==> config.mk <==
export PLATFORM = sky130hd
export DESIGN_NAME = seq_turn_signal
export DESIGN_NICKNAME = d
export VERILOG_FILES = /design/src/rtl/lights_pkg.sv /design/src/rtl/seq_turn_signal_step_tick_gen.sv /design/src/rtl/seq_turn_signal.sv
export SDC_FILE = /design/constraint.sdc
export NUM_CORES = 1
export LEC_CHECK = 0
export ABC_AREA = 1
export CORE_UTILIZATION = 60
export CTS_CLUSTER_DIAMETER = 80
export DETAILED_ROUTE_END_ITERATION = 7
export DONT_BUFFER_PORTS = 1
export GPL_ROUTABILITY_DRIVEN = 0
export GPL_TIMING_DRIVEN = 1
export PLACE_DENSITY = 0.81
export REMOVE_ABC_BUFFERS = 1
export SKIP_CTS_REPAIR_TIMING = 1
export SLEW_MARGIN = 20
export SYNTH_ARGS = -nofsm -noshare
export SYNTH_HDL_FRONTEND = slang
export SYNTH_SLANG_ARGS = --single-unit
==> constraint.sdc <==
create_clock -name CLK -period 2.8 [get_ports CLK]
set_clock_uncertainty 0.05 [all_clocks]
set_input_delay 0.7 -clock CLK [delete_from_list [all_inputs] [get_ports CLK]]
set_output_delay 0.7 -clock CLK [all_outputs]
set_load 0.05 [all_outputs]
==> src/rtl/lights_pkg.sv <==
// Shared encodings for the turn-signal controller; the FSM state doubles as the MODE output.
package lights_pkg;

  typedef enum logic [1:0] {
    MODE_IDLE  = 2'd0,
    MODE_LEFT  = 2'd1,
    MODE_RIGHT = 2'd2,
    MODE_HAZ   = 2'd3
  } mode_e;

endpackage

==> src/rtl/seq_turn_signal_step_tick_gen.sv <==
// Free-running step timer: counts 0..STEP_CYCLES-1 and flags the last count as a one-cycle tick.
module step_tick_gen #(
  parameter int STEP_CYCLES = 16777216
) (
  input  logic CLK,
  input  logic RESET,
  input  logic clear,
  output logic tick
);

  localparam int            CW   = $clog2(STEP_CYCLES);
  localparam logic [CW-1:0] LAST = CW'(STEP_CYCLES - 1);

  logic [CW-1:0] r_cnt;

  always_ff @(posedge CLK) begin
    if (RESET || clear) begin
      r_cnt <= '0;
    end else if (r_cnt == LAST) begin
      r_cnt <= '0;
    end else begin
      r_cnt <= r_cnt + 1'b1;
    end
  end

  assign tick = (r_cnt == LAST);

endmodule

==> src/rtl/seq_turn_signal.sv <==
// Sequential turn-signal / hazard lamp controller with synchronised switch inputs and brake overlay.
// MODE is the registered FSM state and serves as the state debug view.
module seq_turn_signal
  import lights_pkg::*;
#(
  parameter int LAMPS       = 3,
  parameter int STEP_CYCLES = 16777216
) (
  input  logic             CLK,
  input  logic             RESET,
  input  logic             LEFT_N,
  input  logic             RIGHT_N,
  input  logic             HAZ_N,
  input  logic             BRAKE,
  output logic [LAMPS-1:0] LAMP_L,
  output logic [LAMPS-1:0] LAMP_R,
  output logic [1:0]       MODE,
  output logic             STEP
);

  localparam int               KW     = $clog2(LAMPS + 2);
  localparam logic [KW-1:0]    K_ONE  = KW'(1);
  localparam logic [KW-1:0]    K_OFF  = KW'(LAMPS + 1);
  localparam logic [LAMPS-1:0] ALL_ON = '1;

  logic [1:0] r_left_sync, r_right_sync, r_haz_sync, r_brake_sync;
  logic       w_left_s, w_right_s, w_haz_s, w_brake_s;
  logic       w_haz_req, w_left_req, w_right_req, w_any_req;
  logic       w_tick, w_clear;
  logic [KW-1:0] w_k_next;
  logic       w_brake_l, w_brake_r;

  mode_e            r_state;
  logic [KW-1:0]    r_k;
  logic             r_haz_on;
  logic [LAMPS-1:0] r_lamp_l, r_lamp_r;
  logic             r_step;

  // Synchronisers store requests as active-high.
  always_ff @(posedge CLK) begin
    if (RESET) begin
      r_left_sync  <= '0;
      r_right_sync <= '0;
      r_haz_sync   <= '0;
      r_brake_sync <= '0;
    end else begin
      r_left_sync  <= {r_left_sync[0],  ~LEFT_N};
      r_right_sync <= {r_right_sync[0], ~RIGHT_N};
      r_haz_sync   <= {r_haz_sync[0],   ~HAZ_N};
      r_brake_sync <= {r_brake_sync[0], BRAKE};
    end
  end

  assign w_left_s  = r_left_sync[1];
  assign w_right_s = r_right_sync[1];
  assign w_haz_s   = r_haz_sync[1];
  assign w_brake_s = r_brake_sync[1];

  // Both sides held together counts as hazard.
  assign w_haz_req   = w_haz_s | (w_left_s & w_right_s);
  assign w_left_req  = w_left_s & ~w_haz_req;
  assign w_right_req = w_right_s & ~w_haz_req;
  assign w_any_req   = w_haz_req | w_left_req | w_right_req;

  assign w_clear  = (r_state == MODE_IDLE) && w_any_req;
  assign w_k_next = (r_k == K_OFF) ? K_ONE : r_k + 1'b1;

  step_tick_gen #(.STEP_CYCLES(STEP_CYCLES)) u_tick (
    .CLK   (CLK),
    .RESET (RESET),
    .clear (w_clear),
    .tick  (w_tick)
  );

  function automatic logic [LAMPS-1:0] sweep_mask(input logic [KW-1:0] k);
    logic [LAMPS-1:0] m;
    for (int i = 0; i < LAMPS; i++) begin
      m[i] = (k > KW'(i)) && (k <= KW'(LAMPS));
    end
    return m;
  endfunction

  always_ff @(posedge CLK) begin
    if (RESET) begin
      r_state  <= MODE_IDLE;
      r_k      <= '0;
      r_haz_on <= 1'b0;
      r_lamp_l <= '0;
      r_lamp_r <= '0;
      r_step   <= 1'b0;
    end else begin
      r_step <= 1'b0;
      case (r_state)
        MODE_IDLE: begin
          r_lamp_l <= '0;
          r_lamp_r <= '0;
          r_k      <= '0;
          if (w_haz_req) begin
            r_state  <= MODE_HAZ;
            r_haz_on <= 1'b1;
            r_lamp_l <= ALL_ON;
            r_lamp_r <= ALL_ON;
            r_step   <= 1'b1;
          end else if (w_left_req) begin
            r_state  <= MODE_LEFT;
            r_k      <= K_ONE;
            r_lamp_l <= sweep_mask(K_ONE);
            r_step   <= 1'b1;
          end else if (w_right_req) begin
            r_state  <= MODE_RIGHT;
            r_k      <= K_ONE;
            r_lamp_r <= sweep_mask(K_ONE);
            r_step   <= 1'b1;
          end
        end

        MODE_LEFT: if (w_tick) begin
          r_step <= 1'b1;
          if (w_haz_req) begin
            r_state  <= MODE_HAZ;
            r_haz_on <= 1'b1;
            r_k      <= '0;
            r_lamp_l <= ALL_ON;
            r_lamp_r <= ALL_ON;
          end else if (w_right_req) begin
            r_state  <= MODE_RIGHT;
            r_k      <= K_ONE;
            r_lamp_l <= '0;
            r_lamp_r <= sweep_mask(K_ONE);
          end else if (w_left_req) begin
            r_k      <= w_k_next;
            r_lamp_l <= sweep_mask(w_k_next);
            r_lamp_r <= '0;
          end else begin
            r_state  <= MODE_IDLE;
            r_k      <= '0;
            r_lamp_l <= '0;
            r_lamp_r <= '0;
          end
        end

        MODE_RIGHT: if (w_tick) begin
          r_step <= 1'b1;
          if (w_haz_req) begin
            r_state  <= MODE_HAZ;
            r_haz_on <= 1'b1;
            r_k      <= '0;
            r_lamp_l <= ALL_ON;
            r_lamp_r <= ALL_ON;
          end else if (w_left_req) begin
            r_state  <= MODE_LEFT;
            r_k      <= K_ONE;
            r_lamp_l <= sweep_mask(K_ONE);
            r_lamp_r <= '0;
          end else if (w_right_req) begin
            r_k      <= w_k_next;
            r_lamp_l <= '0;
            r_lamp_r <= sweep_mask(w_k_next);
          end else begin
            r_state  <= MODE_IDLE;
            r_k      <= '0;
            r_lamp_l <= '0;
            r_lamp_r <= '0;
          end
        end

        MODE_HAZ: if (w_tick) begin
          r_step <= 1'b1;
          // Exit is only considered from the dark phase so a flash is never cut short.
          if (r_haz_on) begin
            r_haz_on <= 1'b0;
            r_lamp_l <= '0;
            r_lamp_r <= '0;
          end else if (w_haz_req) begin
            r_haz_on <= 1'b1;
            r_lamp_l <= ALL_ON;
            r_lamp_r <= ALL_ON;
          end else if (w_left_req) begin
            r_state  <= MODE_LEFT;
            r_k      <= K_ONE;
            r_lamp_l <= sweep_mask(K_ONE);
            r_lamp_r <= '0;
          end else if (w_right_req) begin
            r_state  <= MODE_RIGHT;
            r_k      <= K_ONE;
            r_lamp_l <= '0;
            r_lamp_r <= sweep_mask(K_ONE);
          end else begin
            r_state  <= MODE_IDLE;
            r_lamp_l <= '0;
            r_lamp_r <= '0;
          end
        end
      endcase
    end
  end

  // Brake lights any side that is not currently signalling; hazard ignores it.
  assign w_brake_l = w_brake_s && (r_state == MODE_IDLE || r_state == MODE_RIGHT);
  assign w_brake_r = w_brake_s && (r_state == MODE_IDLE || r_state == MODE_LEFT);

  assign LAMP_L = r_lamp_l | {LAMPS{w_brake_l}};
  assign LAMP_R = r_lamp_r | {LAMPS{w_brake_r}};
  assign MODE   = r_state;
  assign STEP   = r_step;

endmodule

==> impl_summary.txt, run 1 <==
----------------------------------------------------
[Pwr]
  Clock network fraction of design power ... 20.2%
  Combinational share of power ... 41.9%
  Worst voltage drop across the vdd grid ... 0.580 mV
  Internal Pwr Total ... 1.19 mW
  Part of the total power dissipated in sequential elements ... 37.9%
  Net switching power figure ... 0.918 mW
  Switch share ... 43.5%
  Power per cell area ... 801 mW/mm^2
  Leakage power summed over all cells ... 1.13 nW

[Detailed routing]
  Total iterations of the first detailed-routing run ... 4
  Detail Route Antenna Nets ... 0
  Initial drt markers ... 123
  Remaining DRCs ... 0
  DRT Wirelength ... 4850 um
  Drt wl/cell ... 11.7 um
  Per-cell via count in the routed design ... 5.30
  Number of vias in the routed layout ... 2,194

[STA]
  Final hold slack ... 0.352 ns
  Setup repair after global routing missed its margin ... no
  Highest Clock Rate ... 396 MHz
  Least-Margin Pin Slew ... 0.972 ns
  Final hold viol count ... 0
  Max-slew headroom ... 35.0%
  Final count of pins violating max slew ... 0
  Number of setup violations in the final report ... 0
  Sum Neg Setup Slack ... 0 ns
  Final period util ... 90.2%
  Final min period ... 2.53 ns

[Cells and area]
  Antenna fix cells ... 0
  Commonest non-fill, non-tap cells in the layout ... sky130_fd_sc_hd__nand2_1 (81), sky130_fd_sc_hd__nor2_1 (59), sky130_fd_sc_hd__inv_1 (48)
  Layout Area Growth over Synthesis ... 6.85%
  Final net count ... 379
  Share of final-layout standard cells stronger than drive strength 1 ... 10.9%
  Commonest non-fill, non-tap cell in the layout ... sky130_fd_sc_hd__nand2_1
  Fill cell count ... 345

[Worst setup path]
  Launch point of the worst reg-to-reg path ... MODE[0]
  Arrival time of the worst setup path ... 1.78 ns
  Launch point of the critical path ... MODE[1]
  Register-to-register path setup slack ... 0.53 ns
  Largest fanout of any net on the critical path ... 8
  Slowest stage cell, crit path ... sky130_fd_sc_hd__o21ai_0
  Reg2reg end ... u_tick.r_cnt[15]
  CP top delay family ... buffers and inverters
  Type of origin of the critical path ... register
  Crit path capture type ... output pin
  Number of buffer and inverter stages on the critical path ... 2
  Data required time at the worst endpoint ... 2.05 ns
  Kind of critical path ... register to output pin
  Worst reg-to-reg path cell count ... 5
  Cell type with the highest occurrence count on the critical path ... sky130_fd_sc_hd__buf_4
  Largest stage delay, worst path ... 0.36 ns
  Series of cell instances along the critical path ... buf_4 -> ha_1 -> o21ai_0 -> nand2_1 -> buf_4

[Worst hold path]
  Hold-critical path depth ... 2
  Endpoint of the worst hold-timing path ... r_left_sync[1]
  Path category of the worst min-delay check ... register to register
  Startpoint of the worst hold path ... r_left_sync[0]

[Synth]
  Count of mapped cells out of synthesis ... 357
  Top cells by area, synth ... sky130_fd_sc_hd__dfxtp_1 (37%), sky130_fd_sc_hd__nand2_1 (12%), sky130_fd_sc_hd__nor2_1 (9.0%)
  Area fraction of the dominant cell type after synthesis ... 36.5%
  Syn Std Cell Area ... 0.00247 sq mm
  Yosys warns ... 0
  Cell type with the highest aggregate area in the netlist ... sky130_fd_sc_hd__dfxtp_1
  Syn avg cell area ... 6.91 sq um
  Register bit count reported by yosys ... 45
  Number of distinct library cells after synthesis ... 40
  Register area share after synthesis ... 36.5%

[Run]
  Maximum capacitance violations ... 0

[Global route]
  Global Route Usage Sum ... 25.1%
  Global-route wire length before repair ... 8510 um
  Number of antenna violations at the first check in global routing ... 0
  Largest net degree at the start of global routing ... 24
  Grt ovf ... 0
  Vias in the first global route ... 1,980

[Clocking]
  TritonCTS clock tree ... done
  Clock buffers created by TritonCTS ... 5
  Clock Pin Slew Worst Setup and Hold Paths ... 0.08 ns
  Clk Latency, worst-skew pair ... 0.30 ns
  Maximum clock insertion buffer count ... 2
  Level count of the clock H-tree ... 2
  CTS root buffer ... sky130_fd_sc_hd__clkbuf_8
  Number of sinks driven by the clock tree ... 45

[Floorplan]
  Placeable Area ... 0.00380 sq mm
  Starting density of the core ... 65.0%
  I/O pin total ... 15
  Die Width ... 66.1 um
  Die height ... 66.1 um
  Die footprint ... 0.00437 sq mm
  Cell Rows ... 22

[Run status]
  Run status ... complete, no violations

[Placement]
  Post-detailed-placement half-perimeter wirelength ... 3510 um
  Buffers added on ports ... 0

----------------------------------------------------
## cell type report
type / count / area, sq um / share of cell area, %
clock buffer: 6 / 82.6 / 3.13
multi-input combinational: 253 / 1320 / 50.2
clock inverter: 2 / 13.8 / 0.522
sequential: 45 / 901 / 34.2
tap: 48 / 60.1 / 2.28
inverter: 52 / 195 / 7.40
timing repair buffer: 8 / 60.1 / 2.28
## Yosys cell counts
library cell / instances
sky130_fd_sc_hd__nand2_4: 2
sky130_fd_sc_hd__nor2_8: 1
sky130_fd_sc_hd__or2_0: 3
sky130_fd_sc_hd__or2_1: 1
sky130_fd_sc_hd__o21ai_2: 1
sky130_fd_sc_hd__nor2_4: 1
sky130_fd_sc_hd__ha_1: 8
sky130_fd_sc_hd__clkbuf_1: 2
sky130_fd_sc_hd__a31oi_1: 1
sky130_fd_sc_hd__a32oi_1: 1
sky130_fd_sc_hd__buf_2: 2
sky130_fd_sc_hd__clkinv_1: 1
sky130_fd_sc_hd__xor2_1: 6
sky130_fd_sc_hd__and2_1: 1
sky130_fd_sc_hd__nand3_1: 9
sky130_fd_sc_hd__a21oi_2: 3
sky130_fd_sc_hd__nand2_2: 2
sky130_fd_sc_hd__a21oi_1: 18
sky130_fd_sc_hd__o211ai_2: 1
sky130_fd_sc_hd__xnor2_1: 3
sky130_fd_sc_hd__o22ai_1: 1
sky130_fd_sc_hd__o21ai_1: 5
sky130_fd_sc_hd__inv_2: 3
sky130_fd_sc_hd__nand2_1: 81
sky130_fd_sc_hd__o21ai_0: 20
sky130_fd_sc_hd__inv_1: 48
sky130_fd_sc_hd__buf_4: 2
sky130_fd_sc_hd__nand4_1: 6
sky130_fd_sc_hd__nand3_2: 2
sky130_fd_sc_hd__nor3b_1: 1
sky130_fd_sc_hd__nand4_4: 1
sky130_fd_sc_hd__buf_8: 1
sky130_fd_sc_hd__nand4_2: 1
sky130_fd_sc_hd__nor4_1: 2
sky130_fd_sc_hd__nor3_2: 2
sky130_fd_sc_hd__nor2_2: 3
sky130_fd_sc_hd__nor2_1: 59
sky130_fd_sc_hd__nor3b_2: 1
sky130_fd_sc_hd__nor3_1: 6
sky130_fd_sc_hd__dfxtp_1: 45
## worst max path at each step
stage	slack [ns]	end	cells after the start
after floorplan	0.31	LAMP_L[0]	4
after global placement	0.62	LAMP_L[0]	5
after detailed placement	0.56	u_tick.r_cnt[18]	5
after CTS	0.28	LAMP_L[2]	5
after global routing	0.17	LAMP_R[2]	5
final	0.27	LAMP_L[2]	5
## logic make-up (layout without fill, tap and decap cells)
| logic type | after synthesis | after routing | synth area share [%] |
|---|---|---|---|
| and+or+nand+nor | 185 | 185 | 34.9 |
| adders and majority gates | 8 | 8 | 4.06 |
| xor gates and xnor gates | 9 | 9 | 3.19 |
| buffers and inverters | 59 | 68 | 9.84 |
| AOI/OAI and AO/OA | 51 | 51 | 11.5 |
| DFF | 45 | 45 | 36.5 |
## power by group through the flow
stage          sequential [mW]  clock (mW)  combinational (mW)
2_1_floorplan            0.840           0               0.642
3_3_place_gp             0.813           0               0.848
3_5_place_dp             0.814           0               0.869
4_1_cts                  0.801       0.428               0.879
5_1_grt                  0.813       0.456               0.978
6_report                 0.801       0.426               0.885
## layer usage
metal	track usage (%)	share of wire [%]	wire length, um
met5	0	0	0
met4	8.51	1.4	66
met3	4.48	4.6	223
met2	37.0	44	2120
met1	36.5	50	2440
## tightest hold or removal path, delay by kind of cell, from the launching register on
family	cells	cell delay [ns]
flip-flops	1	0.30
buffers and inverters	1	0.04
AND/OR/NAND/NOR	1	0.03
## state kept, by name (all words and copies together), names as in the netlist, 2 cells and up
register / flops
u_tick.r_cnt: 24
r_k: 3
r_lamp_l: 3
r_lamp_r: 3
MODE: 2
r_brake_sync: 2
r_haz_sync: 2
r_left_sync: 2
r_right_sync: 2
## through the flow
stage / utilization, % / setup slack (ns) / cell area [sq um] / power [mW] / cells
finish: 69.4 / 0.273 / 2640 / 2.11 / 414
global route: 69.4 / 0.171 / 2640 / 2.25 / 414
CTS: 69.4 / 0.282 / 2640 / 2.11 / 414
detailed placement: 66.9 / 0.565 / 2540 / 1.68 / 406
global placement: 66.9 / 0.616 / 2540 / 1.66 / 406
floorplan: - / 0.311 / 2420 / 1.48 / 350
(Power assumes the default switching activity.)
==> inputs of run 2 (changes only) <==
--- a/config.mk
+++ b/config.mk
@@ -6,13 +6,13 @@
 export NUM_CORES = 1
 export LEC_CHECK = 0
 export ABC_AREA = 1
-export CORE_UTILIZATION = 60
+export CORE_UTILIZATION = 50
 export CTS_CLUSTER_DIAMETER = 80
 export DETAILED_ROUTE_END_ITERATION = 7
 export DONT_BUFFER_PORTS = 1
 export GPL_ROUTABILITY_DRIVEN = 0
 export GPL_TIMING_DRIVEN = 1
-export PLACE_DENSITY = 0.81
+export PLACE_DENSITY = 0.7
 export REMOVE_ABC_BUFFERS = 1
 export SKIP_CTS_REPAIR_TIMING = 1
 export SLEW_MARGIN = 20
==> run 2 against run 1 <==
Net effect:
- global-route usage down 4.8 points
- design area up 0.81%
- fmax rose by 0.53%
- register-to-register slack got worse by 0.06 ns
- sequential share of layout area is 0.27 points lower
- non-clock buffer count rose by 1
- critical path type unchanged
- critical endpoint is now LAMP_R[2]
==> impl_summary.txt, run 2 (same netlist as run 1, synthesis figures left out) <==
----------------------------------------------------
[Worst setup path]
  Type of origin of the critical path ... register (unchanged)
  Crit path capture type ... output pin (unchanged)
  Kind of critical path ... register to output pin (unchanged)
  Data required time at the worst endpoint ... 2.05 ns (about the same)
  Largest fanout of any net on the critical path ... 8 (unchanged)
  Arrival time of the worst setup path ... 1.76 ns (was 1.78 ns)

[Floorplan]
  Die height ... 72.2 um (was 66.1 um)
  Die Width ... 72.2 um (was 66.1 um)
  Die footprint ... 0.00522 sq mm (was 0.00437 sq mm)
  Cell Rows ... 25 (was 22)
  Starting density of the core ... 52.2% (was 65.0%)
  I/O pin total ... 15 (unchanged)
  Placeable Area ... 0.00472 sq mm (was 0.00380 sq mm)

[STA]
  Setup repair after global routing missed its margin ... no (unchanged)
  Max-slew headroom ... 30.8% (was 35.0%)
  Final min period ... 2.51 ns (was 2.53 ns)
  Least-Margin Pin Slew ... 1.03 ns (was 0.972 ns)
  Final count of pins violating max slew ... 0 (unchanged)
  Number of setup violations in the final report ... 0 (unchanged)
  Final hold slack ... 0.353 ns (was 0.352 ns)
  Sum Neg Setup Slack ... 0 ns (unchanged)
  Highest Clock Rate ... 398 MHz (was 396 MHz)
  Final period util ... 89.8% (was 90.2%)
  Final hold viol count ... 0 (unchanged)

[Clocking]
  Number of sinks driven by the clock tree ... 45 (unchanged)
  Clock Pin Slew Worst Setup and Hold Paths ... 0.08 ns (about the same)
  Clk Latency, worst-skew pair ... 0.30 ns (about the same)
  Level count of the clock H-tree ... 2 (unchanged)
  Maximum clock insertion buffer count ... 2 (unchanged)
  TritonCTS clock tree ... done (unchanged)
  CTS root buffer ... sky130_fd_sc_hd__clkbuf_8 (unchanged)
  Clock buffers created by TritonCTS ... 5 (unchanged)

[Placement]
  Post-detailed-placement half-perimeter wirelength ... 3500 um (was 3510 um)
  Buffers added on ports ... 0 (unchanged)

[Detailed routing]
  Drt wl/cell ... 11.0 um (was 11.7 um)
  Number of vias in the routed layout ... 2,170 (was 2,194)
  Initial drt markers ... 112 (was 123)
  Total iterations of the first detailed-routing run ... 4 (unchanged)
  Remaining DRCs ... 0 (unchanged)
  Per-cell via count in the routed design ... 5.01 (was 5.30)
  DRT Wirelength ... 4770 um (was 4850 um)
  Detail Route Antenna Nets ... 0 (unchanged)

[Cells and area]
  Max reg flops ... 24 (unchanged)
  Commonest non-fill, non-tap cells in the layout ... sky130_fd_sc_hd__nand2_1 (81), sky130_fd_sc_hd__nor2_1 (59), sky130_fd_sc_hd__inv_1 (48) (unchanged)
  Layout Area Growth over Synthesis ... 7.71% (was 6.85%)
  Share of final-layout standard cells stronger than drive strength 1 ... 10.7% (was 10.9%)
  Final net count ... 380 (was 379)
  Biggest register ... u_tick.r_cnt (unchanged)
  Commonest non-fill, non-tap cell in the layout ... sky130_fd_sc_hd__nand2_1 (unchanged)
  Antenna fix cells ... 0 (unchanged)

[Pwr]
  Worst voltage drop across the vdd grid ... 0.311 mV (was 0.580 mV)
  Leakage power summed over all cells ... 1.13 nW (about the same)
  Power per cell area ... 786 mW/mm^2 (was 801 mW/mm^2)

[Global route]
  Largest net degree at the start of global routing ... 24 (unchanged)
  Global Route Usage Sum ... 20.2% (was 25.1%)
  Grt ovf ... 0 (unchanged)
  Global-route wire length before repair ... 8250 um (was 8510 um)
  Number of antenna violations at the first check in global routing ... 0 (unchanged)
  Vias in the first global route ... 1,869 (was 1,980)

[Run]
  Maximum capacitance violations ... 0 (unchanged)

[Run status]
  Run status ... complete, no violations (unchanged)

[Worst hold path]
  Path category of the worst min-delay check ... register to register (unchanged)

----------------------------------------------------
## run 2: cell count changes in the layout (fill, tap and decap cells not counted), sizes merged
cell    delta
clkbuf     +1
clkinv     -2
buf        +1
## run 2: where the power goes
part	leakage, nW	switching (mW)	internal, mW
registers	0.367	0.0725	0.729
logic	0.718	0.613	0.266
clock network	0.0443	0.211	0.196
total	1.13	0.897	1.19
## run 2: layout make-up
class                      instances  area [sq um]
clock buffer                       7          86.3
multi-input combinational        253          1320
fill                             474          2070
sequential                        45           901
tap                               67          83.8
inverter                          52           195
timing repair buffer               9          67.6
## run 2: path summary, 6_finish.rpt
path	from	end	slack, ns	cells past startpoint
hold reg to reg	r_brake_sync[0]	r_brake_sync[1]	0.35	2
hold / removal	r_brake_sync[0]	r_brake_sync[1]	0.35	2
setup / recovery	MODE[1]	LAMP_R[2]	0.29	5
setup reg to reg	MODE[1]	u_tick.r_cnt[20]	0.47	5
## run 2: stage by stage
stage / power (mW) / instance area (sq um) / util (%) / instances / worst slack [ns]
final: 2.09 / 2660 / 56.3 / 433 / 0.286
after global routing: 2.25 / 2660 / 56.3 / 433 / 0.121
after CTS: 2.11 / 2660 / 56.3 / 433 / 0.270
after detailed placement: 1.69 / 2570 / 54.4 / 426 / 0.480
after global placement: 1.68 / 2570 / 54.4 / 426 / 0.608
after floorplan: 1.48 / 2420 / - / 350 / 0.311
## run 2: routing by layer
metal | vias up | GRT usage, % | routed length [um]
li1 | 1140 | - | -
met1 | 984 | 29.0 | 2440
met2 | 41 | 29.1 | 2030
met3 | 5 | 5.42 | 224
met4 | 0 | 7.41 | 67
met5 | - | 0 | 0
## run 2: worst max-delay path, cell delays in order, from the launching register on
cell                      delay, ns
sky130_fd_sc_hd__dfxtp_1       0.40
sky130_fd_sc_hd__inv_1         0.11
sky130_fd_sc_hd__ha_1          0.29
sky130_fd_sc_hd__o21ai_0       0.37
sky130_fd_sc_hd__nand2_1       0.09
sky130_fd_sc_hd__buf_4         0.20
